### config.mk
export PLATFORM = sky130hd
export DESIGN_NAME = jpeg_byte_stuffer
export DESIGN_NICKNAME = d
export VERILOG_FILES = /design/src/rtl/jpeg_byte_stuffer.sv
export SDC_FILE = /design/constraint.sdc
export NUM_CORES = 1
export LEC_CHECK = 0
export CORE_MARGIN = 4
export CORE_UTILIZATION = 25
export CTS_CLUSTER_SIZE = 16
export DETAILED_ROUTE_END_ITERATION = 8
export SLEW_MARGIN = 15
export SYNTH_ARGS = -nofsm -noshare
export SYNTH_HDL_FRONTEND = slang
export SYNTH_SLANG_ARGS = --single-unit
### constraint.sdc
create_clock -name clk -period 7 [get_ports clk]
set_clock_uncertainty 0.15 [all_clocks]
set_input_delay 1.05 -clock clk [delete_from_list [all_inputs] [get_ports clk]]
set_output_delay 1.05 -clock clk [all_outputs]
set_load 0.02 [all_outputs]
### src/rtl/jpeg_byte_stuffer.sv
// JPEG byte stuffer: serialises 0-2 byte entropy-coded words into a byte FIFO,
// inserting 0x00 after each 0xFF data byte and optionally appending an EOI marker.
module jpeg_byte_stuffer #(
    parameter int DEPTH    = 16,
    parameter bit EMIT_EOI = 1'b1
) (
    input  logic        clk,
    input  logic        rst_n,
    input  logic [15:0] in_bits,
    input  logic [1:0]  in_valid,
    input  logic        ena_in,
    output logic        rdy_out,
    input  logic        done_flush_in,
    output logic [7:0]  out_byte,
    output logic        ena_out,
    input  logic        rdy_in,
    output logic        done_stream
);
    localparam int AW = $clog2(DEPTH);
    localparam int CW = AW + 1;
    localparam logic [CW-1:0] DEPTH_C = CW'(DEPTH);

    typedef enum logic [1:0] {
        STREAM = 2'd0,
        EOI_FF = 2'd1,
        EOI_D9 = 2'd2,
        DRAIN  = 2'd3
    } state_e;

    state_e          state_q, state_d;
    logic [7:0]      mem_q [DEPTH];
    logic [AW-1:0]   wptr_q, wptr_d, rptr_q, rptr_d;
    logic [CW-1:0]   count_q, count_d;
    logic            done_q, done_d;
    logic [3:0][7:0] wr_byte_s;
    logic [2:0]      wr_cnt_s;
    logic            pop_s, rdy_s, accept_s, space1_s;

    // A full 0xFFFF word expands to four bytes, so four free slots are required.
    assign rdy_s    = (state_q == STREAM) && ((DEPTH_C - count_q) >= CW'(4));
    assign accept_s = ena_in && rdy_s;
    assign ena_out  = (count_q != CW'(0));
    assign pop_s    = ena_out && rdy_in;
    assign space1_s = (count_q != DEPTH_C) || pop_s;
    assign rdy_out  = rst_n && rdy_s;
    assign out_byte = ena_out ? mem_q[rptr_q] : 8'h00;
    assign done_stream = done_q;

    // Next-state and write-slot selection; stuffing zeros come from the 0x00 defaults.
    always_comb begin
        state_d   = state_q;
        done_d    = 1'b0;
        wr_cnt_s  = 3'd0;
        wr_byte_s = '0;
        case (state_q)
            STREAM: begin
                if (accept_s) begin
                    if (in_valid != 2'd0) begin
                        wr_byte_s[0] = in_bits[15:8];
                        wr_cnt_s     = (in_bits[15:8] == 8'hFF) ? 3'd2 : 3'd1;
                    end else begin
                        wr_cnt_s = 3'd0;
                    end
                    if (in_valid[1]) begin
                        wr_byte_s[wr_cnt_s[1:0]] = in_bits[7:0];
                        wr_cnt_s = wr_cnt_s + ((in_bits[7:0] == 8'hFF) ? 3'd2 : 3'd1);
                    end else begin
                        wr_cnt_s = wr_cnt_s;
                    end
                end else begin
                    wr_cnt_s = 3'd0;
                end
                if (done_flush_in) begin
                    state_d = EMIT_EOI ? EOI_FF : DRAIN;
                end else begin
                    state_d = STREAM;
                end
            end
            EOI_FF: begin
                if (space1_s) begin
                    wr_byte_s[0] = 8'hFF;
                    wr_cnt_s     = 3'd1;
                    state_d      = EOI_D9;
                end else begin
                    state_d = EOI_FF;
                end
            end
            EOI_D9: begin
                if (space1_s) begin
                    wr_byte_s[0] = 8'hD9;
                    wr_cnt_s     = 3'd1;
                    state_d      = DRAIN;
                end else begin
                    state_d = EOI_D9;
                end
            end
            DRAIN: begin
                if ((count_q == CW'(0)) || ((count_q == CW'(1)) && pop_s)) begin
                    done_d  = 1'b1;
                    state_d = STREAM;
                end else begin
                    state_d = DRAIN;
                end
            end
            default: begin
                state_d = STREAM;
            end
        endcase
    end

    // Pointer and occupancy arithmetic.
    always_comb begin
        wptr_d  = wptr_q + AW'(wr_cnt_s);
        rptr_d  = rptr_q + AW'(pop_s);
        count_d = count_q + CW'(wr_cnt_s) - CW'(pop_s);
    end

    // Control state registers.
    always_ff @(posedge clk or negedge rst_n) begin
        if (!rst_n) begin
            state_q <= STREAM;
            wptr_q  <= '0;
            rptr_q  <= '0;
            count_q <= '0;
            done_q  <= 1'b0;
        end else begin
            state_q <= state_d;
            wptr_q  <= wptr_d;
            rptr_q  <= rptr_d;
            count_q <= count_d;
            done_q  <= done_d;
        end
    end

    // Byte storage: up to four consecutive slots written per cycle.
    always_ff @(posedge clk) begin
        for (int k = 0; k < 4; k++) begin
            if (3'(k) < wr_cnt_s) begin
                mem_q[wptr_q + AW'(k)] <= wr_byte_s[k];
            end
        end
    end
endmodule
After elaboration in Yosys (flattened, before gate mapping):

Memories as Yosys holds them, arrays and structs flattened.
Index checks and enable logic that the tools add are counted.

* memories: 1
* input bits: 23
* bits in writable memories: 128
* output and inout port bits: 11
* word-level logic and storage cells: 79
* bits in registers: 16

Memories
* mem_q: words 16, width 8, rd ports 1, clocked after memory_dff 0, write ports 4, line 31 `logic [7:0] mem_q [DEPTH];`

* reduce and logical (&&, ||, !) cells: 13
* add/sub/neg operators: 9
* equality and inequality tests: 7
* mux-type cells: 37
* $lt $le $gt $ge: 7

Operators with widths (count)
* 2-to-1 mux 32 bit: 2
* 2-to-1 mux 8 bit: 7
* bitwise mux 32 bit: 1
* 2-to-1 mux 24 bit: 1
* one-hot mux 8 bit (3 select lines): 1
* demux 8 bit (select 2 bit): 1
* == test 8 bit, second input constant: 2
* 2-to-1 mux 1 bit: 13
* 2-to-1 mux 3 bit: 4
* 2-to-1 mux 2 bit: 5
* adder 4 x 2 -> 4 bit, second input constant: 2
* one-hot mux 2 bit (4 select lines): 1
* logical AND 1 bit: 6
* < comparator 1 x 3 -> 1 bit, first input constant: 2
* < comparator 2 x 3 -> 1 bit, first input constant: 2
* one-hot mux 3 bit (2 select lines): 1
* adder 5 x 3 -> 5 bit: 1
* == test 5 x 1 -> 1 bit, second input constant: 1
* >= comparator 5 x 3 -> 1 bit, second input constant: 1
* logical NOT 5 bit: 1
* != test 5 bit, second input constant: 1
* nonzero test 5 bit: 1
* subtractor 5 x 1 -> 5 bit: 1
* subtractor 5 bit, first input constant: 1
* 12 further kinds: 14

Logic depth before layout (Yosys ltp):

Gate-level depths: netlist (run 1).

* word-level depth: 14
* gate-level depth with buffers: 19
* mapped depth without buffers: 16

Worst setup path after synthesis (run 1):

OpenSTA, ideal clock, no wires.

* kind: input to register
* start point: in in_bits[11]
* end point: reg count_q[4]
* path slack: 2.309 ns
* library setup time: 0.125 ns
* cell stages on the path: 19
* required time: 6.725 ns
* arrival time: 4.416 ns
* path buffers: 3
* path through: and4_1 -> and2_1 -> clkbuf_1 -> clkbuf_1 -> nor2_1 -> ha_1 -> and2_1 -> a211oi_4 -> buf_6 -> or2_2 -> ha_1 -> inv_1 -> ha_1 -> inv_1 -> fa_1 -> inv_1 -> a21o_1 -> a21oi_1 -> xnor2_1

* cells in the longest elaborated chain, start to end: 11

Ends and longest elaborated chain
* start, declared: line 9 `input logic [15:0] in_bits,`
* == test 8 bit *: line 60 `wr_cnt_s = (in_bits[15:8] == 8'hFF) ? 3'd2 : 3'd1;`
* 2-to-1 mux 2 bit *: line 60
* 2-to-1 mux 2 bit *: line 58 `if (in_valid != 2'd0) begin`
* 2-to-1 mux 3 bit *: line 57 `if (accept_s) begin`
* 2-to-1 mux 3 bit *: line 55 `case (state_q)`
* adder 3 x 2 -> 3 bit: line 66 `wr_cnt_s = wr_cnt_s + ((in_bits[7:0] == 8'hFF) ? 3'd2 : 3'd1);`
* 2-to-1 mux 3 bit *: line 64 `if (in_valid[1]) begin`
* 2-to-1 mux 3 bit *: line 57
* one-hot mux 3 bit (2 select lines) *: line 55
* adder 5 x 3 -> 5 bit *: line 115 `count_d = count_q + CW'(wr_cnt_s) - CW'(pop_s);`
* subtractor 5 x 1 -> 5 bit *: line 115
* named net count_d[4]: line 33 `logic [CW-1:0] count_q, count_d;`
* end signal, assigned: line 130 `count_q <= count_d;`
* end, declared: line 33

Mark *: on every way through the listed nets, which the timed path passes. The rest lies on a longest branch. The select of a mux whose other input is x is not followed.

==> out/qor.yml, run 1 <==
async_flop_share_pct: 11.1
post-route-util_pct: 28.7
layout-drive-gt1-share_pct: 14.2
synth-edff-count: 128
drt_first_iter_violations: 1195
whs_path_depth: 1
worst-path-stages: 13
antenna_left: 0
hold_buffers: 0
insertion_delay_ns: 0.42
final_net_count: 1148
startpoint_type: "input port"
initial_utilization_pct: 25.3
p_leak_nw: 4.37
yosysUniqueCellTypes: 72
max-vdd-ir-drop_uv: 234
timing.fmax_mhz: 185
endpoint_kind: "register"
yosysSeqAreaShare_pct: 39.1
fin_ws_ns: 1.59
die_x_um: 216
grt_max_degree: 34
path_max_fanout: 20
critical_path.max_stage_delay_ns: 0.56
hold_path.class: "register to register"
critPathKind: "input port to register"
cts_buffer_depth: 2
finalInstanceArea_sq_um: 12300
crit_path_cell_trace: "clkdlybuf4s50_1 -> and4_1 -> and2_1 -> o21ai_0 -> fa_1 -> nor3_4 -> nand2_4 -> inv_2 -> buf_4 -> o2111ai_1 -> and3b_1 -> o21ai_0 -> buf_4"
first_global_vias: 8922
numPortBuffers: 33
critPathTopFamily: "simple AND/OR/NAND/NOR gates"
final.setup.tns_ns: 0
crit-reg2reg-launch: "count_q[3]"
cts_buffers: 17
fillers: 4451
worstHoldStart: "count_q[0]"
slew_violations: 0
switchingPower_mw: 2.58
reg2reg_depth: 7
layout.area.seq_sq_um: 4250
p_per_area_nw_per_um2: 457
seq_power_share_pct: 27.1
placed_cell_area_sq_um: 11800
period_share_pct: 77.2
clk_pin_slew_ns: 0.06
n_antenna_cell: 0
cts.root.buffer_cell: "clkbuf_16"
routed_wl_mm: 40.4
rows: 76
yosysWarningCount: 0
synth_area_leaders: "edfxtp_1, mux4_2, nand2_1"
outcome: "completed"
dieArea_sq_um: 46900
first_pass_iters: 5
route.vias.total: 9567
ys.flop_type: "edfxtp_1"
sw_frac_of_total_pct: 45.8
syn2layout_area_growth_pct: 13.6
power_mw: 5.64
syn_nets: 1143
syn_area_sq_um: 10900
gp_congestion: 0.964
worst_pin_slew_ns: 1.11
viasPerCell: 5.63
synth-seq-cells: 144
ioPinCount: 34
multi_input_area_sq_um: 6100
slew_headroom_pct: 25.2
synth_top_cell_by_area: "edfxtp_1"
cts.repair.resized: 0
dp.final_hpwl_mm: 28.7
cts_setup_buffers: 0
cts_tree: "yes"
syn-instance-count: 1096
core-area_sq_um: 43000
cap_violations: 0
crit_start: "in_bits[10]"
yosysTopAreaCellShare_pct: 35.4
worst_path_max_delay_cell: "and2_1"
p_comb_share_pct: 57.8
finalSetupViolations: 0
synth.avg_cell_area_sq_um: 9.91
dp_slack_ns: 1.15
grt-ovfl-total: 0
path_buf_inv: 4
antenna_found_initial: 1
die_h_um: 216
avgRoutedWirePerCell_um: 23.8
worstPathArrival_ns: 5.39
cts-htree-levels: 4
hold_violations: 0
rsz0062_at_grt: "false"
post-route-min-period_ns: 5.41
cts.sinks: 144
p_int_mw: 3.06
drc_errors: 0
grt_pass1_wl_mm: 60.0
p_clk_share_pct: 15.1
grt_use_total_pct: 17.0
required_ns: 6.98
## cells in the mapped netlist, types with 21 or more instances
cell type,number
edfxtp_1,128
a21oi_1,106
o21ai_0,28
buf_2,33
o211ai_1,98
inv_1,27
nor2_1,50
nand2_1,223
clkbuf_1,38
ha_1,21
mux4_2,40
nand3_1,26
mux2i_1,41
## final timing paths
check                           slack, ns            to
worst max-delay path                 1.59  mem_q[11][4]
worst min-delay path                 0.49    count_q[0]
worst max register to register       2.49  mem_q[12][4]
worst min register to register       0.49    count_q[0]
max in group asynchronous            5.61     rptr_q[0]
min in group asynchronous            0.83     rptr_q[1]
## routing by layer
metal | global-route usage (%) | routed length, um | vias to the layer above
met3 | 3.62 | 4260 | 97
met2 | 27.1 | 18700 | 615
met5 | 0 | 13 | -
li1 | - | - | 4182
met4 | 7.04 | 1620 | 2
met1 | 22.4 | 15800 | 4671
## cell families after synthesis
group / synth area share, %
AO/OA/AOI/OAI: 21.5
XOR/XNOR: 0.967
adder cells (fa/ha/maj): 2.97
buffers and inverters: 5.02
flip-flops: 39.1
multiplexers: 12.1
AND/OR/NAND/NOR: 18.4
## power groups by stage
stage	Sequential [mW]	Clock [mW]	Combinational (mW)
2_1_floorplan	1.37	0	2.37
3_3_place_gp	1.54	0	3.18
3_5_place_dp	1.54	0	3.22
4_1_cts	1.53	0.856	3.23
5_1_grt	1.55	0.896	3.53
6_report	1.53	0.852	3.26
## worst reg2reg max path: stages (launching register included)
cell	delay, ns
dfrtp_1	0.47
nor4_4	0.43
ha_1	0.44
nand2b_1	0.28
a21oi_1	0.20
a211o_1	0.60
o2111ai_1	0.99
nand3_1	0.56
## registers in the layout, indices dropped and copies added (netlist names)
| name | flops |
|---|---|
| rptr_q | 4 |
| state_q | 2 |
| wptr_q | 4 |
| done_stream | 1 |
| mem_q | 128 |
| count_q | 5 |
## metrics by stage
stage / hold WS [ns] / instances
after CTS: 0.483 / 1698
after floorplan: 0.327 / 1096
after global placement: 0.461 / 1667
after detailed placement: 0.468 / 1667
final: 0.487 / 1698
after global routing: 0.488 / 1698
## cell usage in the layout (no fill, tap or decap), drive strengths merged, types with 23 or more instances in the layout
master / count
o21ai: 29
mux4: 40
clkdlybuf4s50: 33
nand3: 27
a21oi: 106
nor2: 50
mux2i: 41
and2: 23
edfxtp: 128
buf: 40
o211ai: 98
nand2: 226
inv: 29
## final cells by class
cell class | count | share of cell area, %
Clock inverter | 12 | 0.760
Timing Repair Buffer | 73 | 5.11
Tap cell | 585 | 5.93
Clock buffer | 19 | 3.51
Multi-Input combinational cell | 837 | 49.4
Inverter | 28 | 0.852
Sequential cell | 144 | 34.4
Note: power is estimated with default switching activity, not from simulation.
==> run 2, diff against run 1 <==
clock period = 5.6 ns   (was 7 ns; I/O delays follow)
==> out/qor.yml, run 2 (synthesis results as in run 1) <==
cts-htree-levels: 4  # unchanged
routed_wl_mm: 40.8  # was 40.4 mm
final_net_count: 1192  # was 1148
ioPinCount: 34  # unchanged
n_antenna_cell: 0  # unchanged
reg2reg_depth: 7  # unchanged
largest_register: "mem_q"  # unchanged
whs_path_depth: 1  # unchanged
clk_pin_slew_ns: 0.06  # about the same
die_h_um: 216  # unchanged
power_mw: 7.14  # was 5.64 mW
startpoint_type: "input port"  # unchanged
crit_path_cell_trace: "clkdlybuf4s50_1 -> nand4_1 -> or2_2 -> ha_1 -> inv_1 -> fa_1 -> nand2_1 -> a32o_2 -> nand2_4 -> buf_4 -> a2111oi_4 -> nor2_1 -> o21ai_0"  # was clkdlybuf4s50_1 -> and4_1 -> and2_1 -> o21ai_0 -> fa_1 -> nor3_4 -> nand2_4 -> inv_2 -> buf_4 -> o2111ai_1 -> and3b_1 -> o21ai_0 -> buf_4
top_regs: "mem_q: 128 flops, count_q: 5 flops"  # unchanged
p_per_area_nw_per_um2: 561  # was 457 nW/um^2
grt_max_degree: 34  # unchanged
final_common_cell: "nand2_1"  # unchanged
route.vias.total: 9693  # was 9567
cts_setup_buffers: 0  # unchanged
hold_ws_ns: 0.494  # was 0.487 ns
numPortBuffers: 33  # unchanged
dp.final_hpwl_mm: 29.1  # was 28.7 mm
avgRoutedWirePerCell_um: 23.4  # was 23.8 um
cts_buffer_depth: 2  # unchanged
path_max_fanout: 10  # was 20
worst-r2r-setup-slack_ns: 1.40  # was 2.49 ns
finalSetupViolations: 0  # unchanged
rows: 76  # unchanged
drc_errors: 0  # unchanged
timing.fmax_mhz: 213
hold_buffers: 0  # unchanged
slew_violations: 0  # unchanged
grt-ovfl-total: 0  # unchanged
drt_first_iter_violations: 1248  # was 1195
p_leak_nw: 4.61  # was 4.37 nW
hold_path.class: "register to register"  # unchanged
critPathKind: "input port to register"  # unchanged
critical_path.max_stage_delay_ns: 0.67  # was 0.56 ns
core-area_sq_um: 43000  # unchanged
antenna_found_initial: 2  # was 1
outcome: "completed"  # unchanged
layout-drive-gt1-share_pct: 18.0  # was 14.2%
worst_pin_slew_ns: 1.33  # was 1.11 ns
most-common-layout-cells: "nand2_1, edfxtp_1, a21oi_1"  # unchanged
placed_cell_area_sq_um: 12100  # was 11800 sq um
dieArea_sq_um: 46900  # unchanged
initial_utilization_pct: 25.3  # unchanged
grt_use_total_pct: 17.2  # was 17.0%
dp_slack_ns: 0.470  # was 1.15 ns
cts.sinks: 144  # unchanged
required_ns: 5.50  # was 6.98 ns
cts.root.buffer_cell: "clkbuf_16"  # unchanged
syn2layout_area_growth_pct: 17.1  # was 13.6%
max-vdd-ir-drop_uv: 293  # was 234 uV
fin_ws_ns: 0.900  # was 1.59 ns
viasPerCell: 5.56  # was 5.63
hold_violations: 0  # unchanged
cts_tree: "yes"  # unchanged
gp_congestion: 0.966  # was 0.964
post-route-min-period_ns: 4.70
slew_headroom_pct: 11.1  # was 25.2%
rsz0062_at_grt: "false"  # unchanged
endpoint_kind: "register"  # unchanged
cap_violations: 0  # unchanged
grt_pass1_wl_mm: 60.8  # was 60.0 mm
period_share_pct: 83.9
cts.repair.resized: 0  # unchanged
worst_path_max_delay_cell: "clkdlybuf4s50_1"  # was and2_1
largest_register_ffs: 128  # unchanged
insertion_delay_ns: 0.43  # was 0.42 ns
final.setup.tns_ns: 0  # unchanged
first_pass_iters: 6  # was 5
finalInstanceArea_sq_um: 12700  # was 12300 sq um
die_x_um: 216  # unchanged
cts_buffers: 17  # unchanged
antenna_left: 0  # unchanged
worstPathArrival_ns: 4.60  # was 5.39 ns
first_global_vias: 9178  # was 8922
==> run 2: worst max-delay path, delay by kind of cell <==
family	cells	cell delay, ns
compound gates	3	1.23
buf+inv	3	1.00
simple gates	5	0.94
fa+ha+maj	2	0.60
==> run 2: report_power, final <==
| part | internal (mW) | leakage, nW | switching (mW) |
|---|---|---|---|
| registers | 1.63 | 1.36 | 0.313 |
| logic | 1.61 | 2.99 | 2.45 |
| clock network | 0.655 | 0.267 | 0.481 |
==> run 2: final cells by class <==
cell class / count / area [sq um]
fill: 4445 / 30300
clock inverter: 13 / 139
multi-input combinational: 837 / 6110
tap: 585 / 732
timing repair buffer: 117 / 961
clock buffer: 19 / 433
inverter: 28 / 105
sequential: 144 / 4250
==> run 2: path summary, 6_finish.rpt <==
check                           start            to
hold / removal             count_q[0]    count_q[0]
max in group asynchronous       rst_n     rptr_q[0]
hold reg to reg            count_q[0]    count_q[0]
min in group asynchronous       rst_n     rptr_q[3]
setup reg to reg           state_q[0]  mem_q[10][0]
setup / recovery           in_bits[7]   mem_q[6][5]
==> run 2: layer usage <==
metal	share of wire (%)	up-vias	routed length (um)	track usage, %
li1	-	4268	-	-
met1	40	4736	16400	22.7
met2	46	589	18800	27.8
met3	9.5	96	3880	3.38
met4	4.2	4	1710	7.19
met5	0.066	-	27	0
==> run 2: per-stage QoR <==
stage | std cells | util [%]
after floorplan | 1096 | -
after CTS | 1743 | 29.6
after global routing | 1743 | 29.6
after global placement | 1711 | 28.2
final | 1743 | 29.6
after detailed placement | 1711 | 28.2
==> RTL change 1, RTL diff (config.mk and constraints of run 2) <==
Set the parameter `DEPTH` to 32 (it was 16).
--- a/src/rtl/jpeg_byte_stuffer.sv
+++ b/src/rtl/jpeg_byte_stuffer.sv
@@ -1,7 +1,7 @@
 // JPEG byte stuffer: serialises 0-2 byte entropy-coded words into a byte FIFO,
 // inserting 0x00 after each 0xFF data byte and optionally appending an EOI marker.
 module jpeg_byte_stuffer #(
-    parameter int DEPTH    = 16,
+    parameter int DEPTH    = 32,
     parameter bit EMIT_EOI = 1'b1
 ) (
     input  logic        clk,
Check against the original RTL: same outputs for any inputs over 4 cycles, from zero or initial values and one cycle with rst_n low; that may be too few to reach the edited logic, so the function may still have changed.
==> RTL change 1 against run 2 <==
Sequential power rose by 73%. Worst setup slack worse by 180 ps. Power up 78%. Largest power group unchanged. Routed wire length rose by 110%. Die area up 80%. Sequential cell count increased by 131. Synthesized area is 84% higher. Critical endpoint is now out_byte[7]. Highest routed layer unchanged. Final area is 80% higher. Register-to-register slack better by 60 ps.
==> RTL change 1: results (changes against run 2) <==
| Metric | Value |
|---|---|
| FFs w/ async S/R, synth | `6.91% (was 11.1%)` |
| Met3 WL | `11.1 mm (was 3.88 mm)` |
| Detailed placement HPWL | `59.3 mm (was 29.1 mm)` |
| Layout cells sized above 1 | `19.5% (was 18.0%)` |
| Initial antenna violation count | `4 (was 2)` |
| First-pass iteration count of the detailed router | `6 (unchanged)` |
| Pin count of the biggest net entering global routing | `40 (was 34)` |
| Non-filler cells, final | `2942 (was 1743)` |
| P_leak | `8.16 nW (was 4.61 nW)` |
| Clk buf depth | `3 (was 2)` |
| DP Area | `21700 um^2 (was 12100 um^2)` |
| Reg-to-reg endpoint | `mem_q[20][2] (was mem_q[10][0])` |
| Via Count | `17800 (was 9693)` |
| Syn_nets | `1923 (was 1143)` |
| Biggest regs | `mem_q (256), count_q (6) (was mem_q (128), count_q (5))` |
| RePlAce Congestion | `1.02 (was 0.966)` |
| Post-Route M1 WL | `32.1 mm (was 16.4 mm)` |
| Placed cells | `2875 (was 1711)` |
| Hold Path Class | `in -> async (was reg -> reg)` |
| Fillers | `8130 (was 4445)` |
| Dominant synthesized flop cell | `edfxtp_1 (unchanged)` |
| Number of synthesized flops with an enable pin | `256 (was 128)` |
| Fin Hold WS | `527 ps (was 494 ps)` |
| Pre-CTS setup slack | `339 ps (was 470 ps)` |
| Number of global-route vias before repair | `17100 (was 9178)` |
| Clock transition at path regs | `50 ps` |
| Initial DRC count | `2503 (was 1248)` |
| Reg2Reg Setup Slack | `1460 ps (was 1400 ps)` |
| CTS buffer count | `36 (was 17)` |
| Status | `completed (unchanged)` |
| Post-CTS setup buffer count | `0 (unchanged)` |
| Gr usage total | `19.5% (was 17.2%)` |
| Max VDD drop | `249 uV (was 293 uV)` |
| Netlist cell types | `82 (was 72)` |
| Post-cts resize count | `0 (unchanged)` |
| Critical Path Fanout Max | `29 (was 10)` |
| Uppermost routed layer | `met5 (unchanged)` |
| CP arrival | `3890 ps (was 4600 ps)` |
| Post-synth top cells | `a211oi_1, edfxtp_1, and3_1 (was nand2_1, edfxtp_1, a21oi_1)` |
| I/O Buffers | `33 (unchanged)` |
| Root Buffer | `clkbuf_16 (unchanged)` |
| Area growth, synth to finish | `14.4% (was 17.1%)` |
| Ys Warns | `0 (unchanged)` |
| Cells after synthesis | `1873 (was 1096)` |
| Top post-synthesis cells by area | `edfxtp_1, a211oi_1, mux4_2 (was edfxtp_1, mux4_2, nand2_1)` |
| WL met2 | `36.3 mm (was 18.8 mm)` |
| H-Tree Depth | `2 (was 4)` |
| WL final | `85.8 mm (was 40.8 mm)` |
| Worst-skew pair later-pin latency | `560 ps (was 430 ps)` |
| Worst-margin pin slew | `1190 ps (was 1330 ps)` |
| Reg2reg start | `wptr_q[2] (was state_q[0])` |
| Register area share after synthesis | `40.8% (was 39.1%)` |
| First-pass GRT wire length | `123 mm (was 60.8 mm)` |
| Worst Reg-to-Reg Cells | `7 (unchanged)` |
| Net Switching | `0.00578 W (was 0.00324 W)` |
## RTL change 1: cell type report
type | instances | area share (%)
antenna | 1 | 0.0109
tap | 1050 | 5.75
inverter | 34 | 0.558
clock buffer | 43 | 4.23
sequential | 275 | 35.7
clock inverter | 23 | 0.750
timing repair buffer | 180 | 6.38
multi-input combinational | 1336 | 46.6
## RTL change 1: worst max path at each step
stage	from	end	slack, ps	depth (start not counted)
after floorplan	in_bits[8]	mem_q[25][0]	710	15
after global placement	in_bits[6]	mem_q[12][1]	340	13
after detailed placement	in_bits[6]	mem_q[12][1]	340	13
after CTS	rptr_q[0]	out_byte[7]	650	6
after global routing	rptr_q[0]	out_byte[7]	530	6
final	rptr_q[0]	out_byte[7]	720	6
## RTL change 1: logic make-up after synthesis
kind of cell	synth area share, %
AO/OA/AOI/OAI	21.9
XOR/XNOR	0.739
adder cells (fa/ha/maj)	1.80
buffers and inverters	6.07
flip-flops	40.8
multiplexers	14.9
AND/OR/NAND/NOR	13.8
## RTL change 1: power groups by stage
stage / combinational, W / clock [W] / sequential [W]
5_1_grt: 0.00749 / 0.00234 / 0.00341
2_1_floorplan: 0.00466 / 0 / 0.00311
3_3_place_gp: 0.00681 / 0 / 0.00339
6_report: 0.00712 / 0.00223 / 0.00337
3_5_place_dp: 0.00692 / 0 / 0.00340
4_1_cts: 0.00694 / 0.00225 / 0.00336
## RTL change 1: metal layers
metal,vias up,global-route usage (%)
met3,310,5.51
met4,2,12.3
met1,8676,25.1
met2,1310,28.7
met5,-,0
li1,7550,-
## RTL change 1: critical path, stage by stage (launching register included)
cell	delay, ps
dfrtp_4	840
buf_4	410
mux4_2	630
mux4_2	560
mux2i_1	220
nor2_1	70
clkdlybuf4s50_1	580
==> RTL change 2, RTL diff (settings of run 2) <==
Without the edit above. Make the reset (`rst_n`) synchronous in one clocked block.
--- a/src/rtl/jpeg_byte_stuffer.sv
+++ b/src/rtl/jpeg_byte_stuffer.sv
@@ -116,7 +116,7 @@
     end
 
     // Control state registers.
-    always_ff @(posedge clk or negedge rst_n) begin
+    always_ff @(posedge clk) begin
         if (!rst_n) begin
             state_q <= STREAM;
             wptr_q  <= '0;
Function: differs if rst_n is asserted again (counterexample within 4 cycles, from zero or initial values and one cycle with rst_n low); with rst_n held inactive, the same outputs for 4 cycles.
==> RTL change 2 against run 2 <==
Combinational power fell by 50%. Highest routed layer unchanged. Count of clock-buffer cells in the layout is 1 lower. Routed wire length decreased by 9.2%. Sequential cell count stayed put. Register-to-register slack got worse by 340 ps. Worst setup slack got worse by 15 ps. First-iteration DRC count fell by 1.7%. Synthesized cell count down 6.8%. Largest cell class unchanged. Final area is 4.4% lower. Synthesized area down 0.60%. Via count is 8.6% lower. Power down 34%.
==> RTL change 2: results (changes against run 2) <==
| Metric | Value |
|---|---|
| Detailed placement HPWL | `26.5 mm (was 29.1 mm)` |
| First-pass iteration count of the detailed router | `5 (was 6)` |
| Clk buf depth | `2 (unchanged)` |
| Gr usage total | `15.6% (was 17.2%)` |
| Max VDD drop | `274 uV (was 293 uV)` |
| First-pass GRT wire length | `55.3 mm (was 60.8 mm)` |
| Layout cells sized above 1 | `17.2% (was 18.0%)` |
| Sw Share | `38.3% (was 45.4%)` |
| Status | `completed (unchanged)` |
| Netlist cell types | `75 (was 72)` |
| CP arrival | `4610 ps (was 4600 ps)` |
| Pre-CTS setup slack | `526 ps (was 470 ps)` |
| Hold_sp | `count_q[0] (unchanged)` |
| Grt met3 use | `3.05% (was 3.38%)` |
| Hold Path Class | `reg -> reg (unchanged)` |
| Reg-to-reg endpoint | `mem_q[9][1] (was mem_q[10][0])` |
| Reg2reg start | `count_q[2] (was state_q[0])` |
| WL final | `37.0 mm (was 40.8 mm)` |
| Via Count | `8858 (was 9693)` |
| Number of global-route vias before repair | `8427 (was 9178)` |
| Post-synth top cells | `edfxtp_1, nand3_1, mux2i_1 (was nand2_1, edfxtp_1, a21oi_1)` |
| Biggest regs | `mem_q (128), count_q (5) (unchanged)` |
| GRT met1 Usage | `21.9% (was 22.7%)` |
| Top post-synthesis cells by area | `edfxtp_1, mux2i_1, mux4_2 (was edfxtp_1, mux4_2, nand2_1)` |
| Reg2Reg Setup Slack | `1060 ps (was 1400 ps)` |
| Register area share after synthesis | `38.6% (was 39.1%)` |
| Worst Hold Path Cells | `2 (was 1)` |
| Pin count of the biggest net entering global routing | `35 (was 34)` |
| Initial antenna violation count | `4 (was 2)` |
| FFs w/ async S/R, synth | `0% (was 11.1%)` |
| Net count, final | `1052 (was 1192)` |
| Root Buffer | `clkbuf_16 (unchanged)` |
| RePlAce Congestion | `0.938 (was 0.966)` |
| Hold Path End | `count_q[0] (unchanged)` |
| Initial DRC count | `1227 (was 1248)` |
| P_leak | `4.50 nW (was 4.61 nW)` |
| Met2 Track Usage GR | `23.9% (was 27.8%)` |
| Critical Path Fanout Max | `16 (was 10)` |
| Worst-margin pin slew | `1250 ps (was 1330 ps)` |
==> RTL change 2: cell count changes after synthesis, sizes merged, moves of 16 or more <==
cell    before  now
a21oi      106   40
dfrtp       16    0
dfxtp        0   16
mux2         0   24
mux2i       41  105
nand2      226   79
nand3       27  121
o211ai      98    3
o21ai       29   79
o22ai        8   24
==> RTL change 2: area by class of cell <==
class / instances / area [um^2]
fill: 4344 / 30200
multi-input combinational: 759 / 6040
sequential: 144 / 4170
tap: 577 / 722
timing repair buffer: 59 / 526
clock buffer: 18 / 429
clock inverter: 14 / 188
inverter: 24 / 92.6
antenna: 1 / 2.50
==> RTL change 2: critical path, stage by stage <==
cell             delay, ps
clkdlybuf4s50_1        490
and4_1                 320
and2_0                 220
nor2_1                  70
ha_1                   190
inv_1                   70
fa_1                   200
nor2_1                  70
and3_2                 280
nand2_8                140
inv_4                  130
o2111ai_1             1020
nand2_1                550
==> RTL change 2: layer usage <==
metal,vias to the layer above,routed length (um)
li1,3883,-
met3,84,3400
met5,-,30
met1,4310,15900
met4,4,1150
met2,577,16500
==> RTL change 2: how the worst max path moves through the flow <==
| stage | startpoint | to | slack [ps] | cells past startpoint |
|---|---|---|---|---|
| after floorplan | in_bits[11] | count_q[4] | 920 | 19 |
| after global placement | in_bits[11] | mem_q[9][3] | 640 | 13 |
| after detailed placement | in_bits[14] | mem_q[9][1] | 530 | 13 |
| after CTS | in_bits[14] | mem_q[9][1] | 960 | 13 |
| after global routing | in_bits[14] | mem_q[9][1] | 730 | 13 |
| final | in_bits[13] | mem_q[9][1] | 880 | 13 |
==> RTL change 2: logic make-up (layout without fill, tap and decap cells) <==
logic type | count (synthesis) | in the layout | synth area share [%]
mux | 169 | 169 | 20.6
buf+inv | 119 | 115 | 5.47
simple gates | 366 | 366 | 18.7
compound gates | 188 | 188 | 12.7
xor+xnor | 12 | 12 | 0.973
flops | 144 | 144 | 38.6
fa+ha+maj | 24 | 24 | 2.99
other cells | 0 | 1 | 0
==> RTL change 2: power groups by stage <==
stage | registers (W) | clock network [W] | logic [W]
finish | 0.00146 | 0.00122 | 0.00205
global route | 0.00147 | 0.00127 | 0.00221
CTS | 0.00146 | 0.00122 | 0.00203
detailed placement | 0.00148 | 0 | 0.00203
global placement | 0.00148 | 0 | 0.00199
floorplan | 0.00140 | 0 | 0.00147
==> RTL change 2: per-stage QoR <==
step / area (um^2) / hold slack (ps) / power [W] / instances
5_1_grt: 12200 / 649 / 0.00495 / 1595
3_3_place_gp: 11500 / 567 / 0.00347 / 1563
6_report: 12200 / 577 / 0.00472 / 1596
3_5_place_dp: 11500 / 566 / 0.00351 / 1563
4_1_cts: 12200 / 585 / 0.00471 / 1595
2_1_floorplan: 10800 / 405 / 0.00287 / 1022
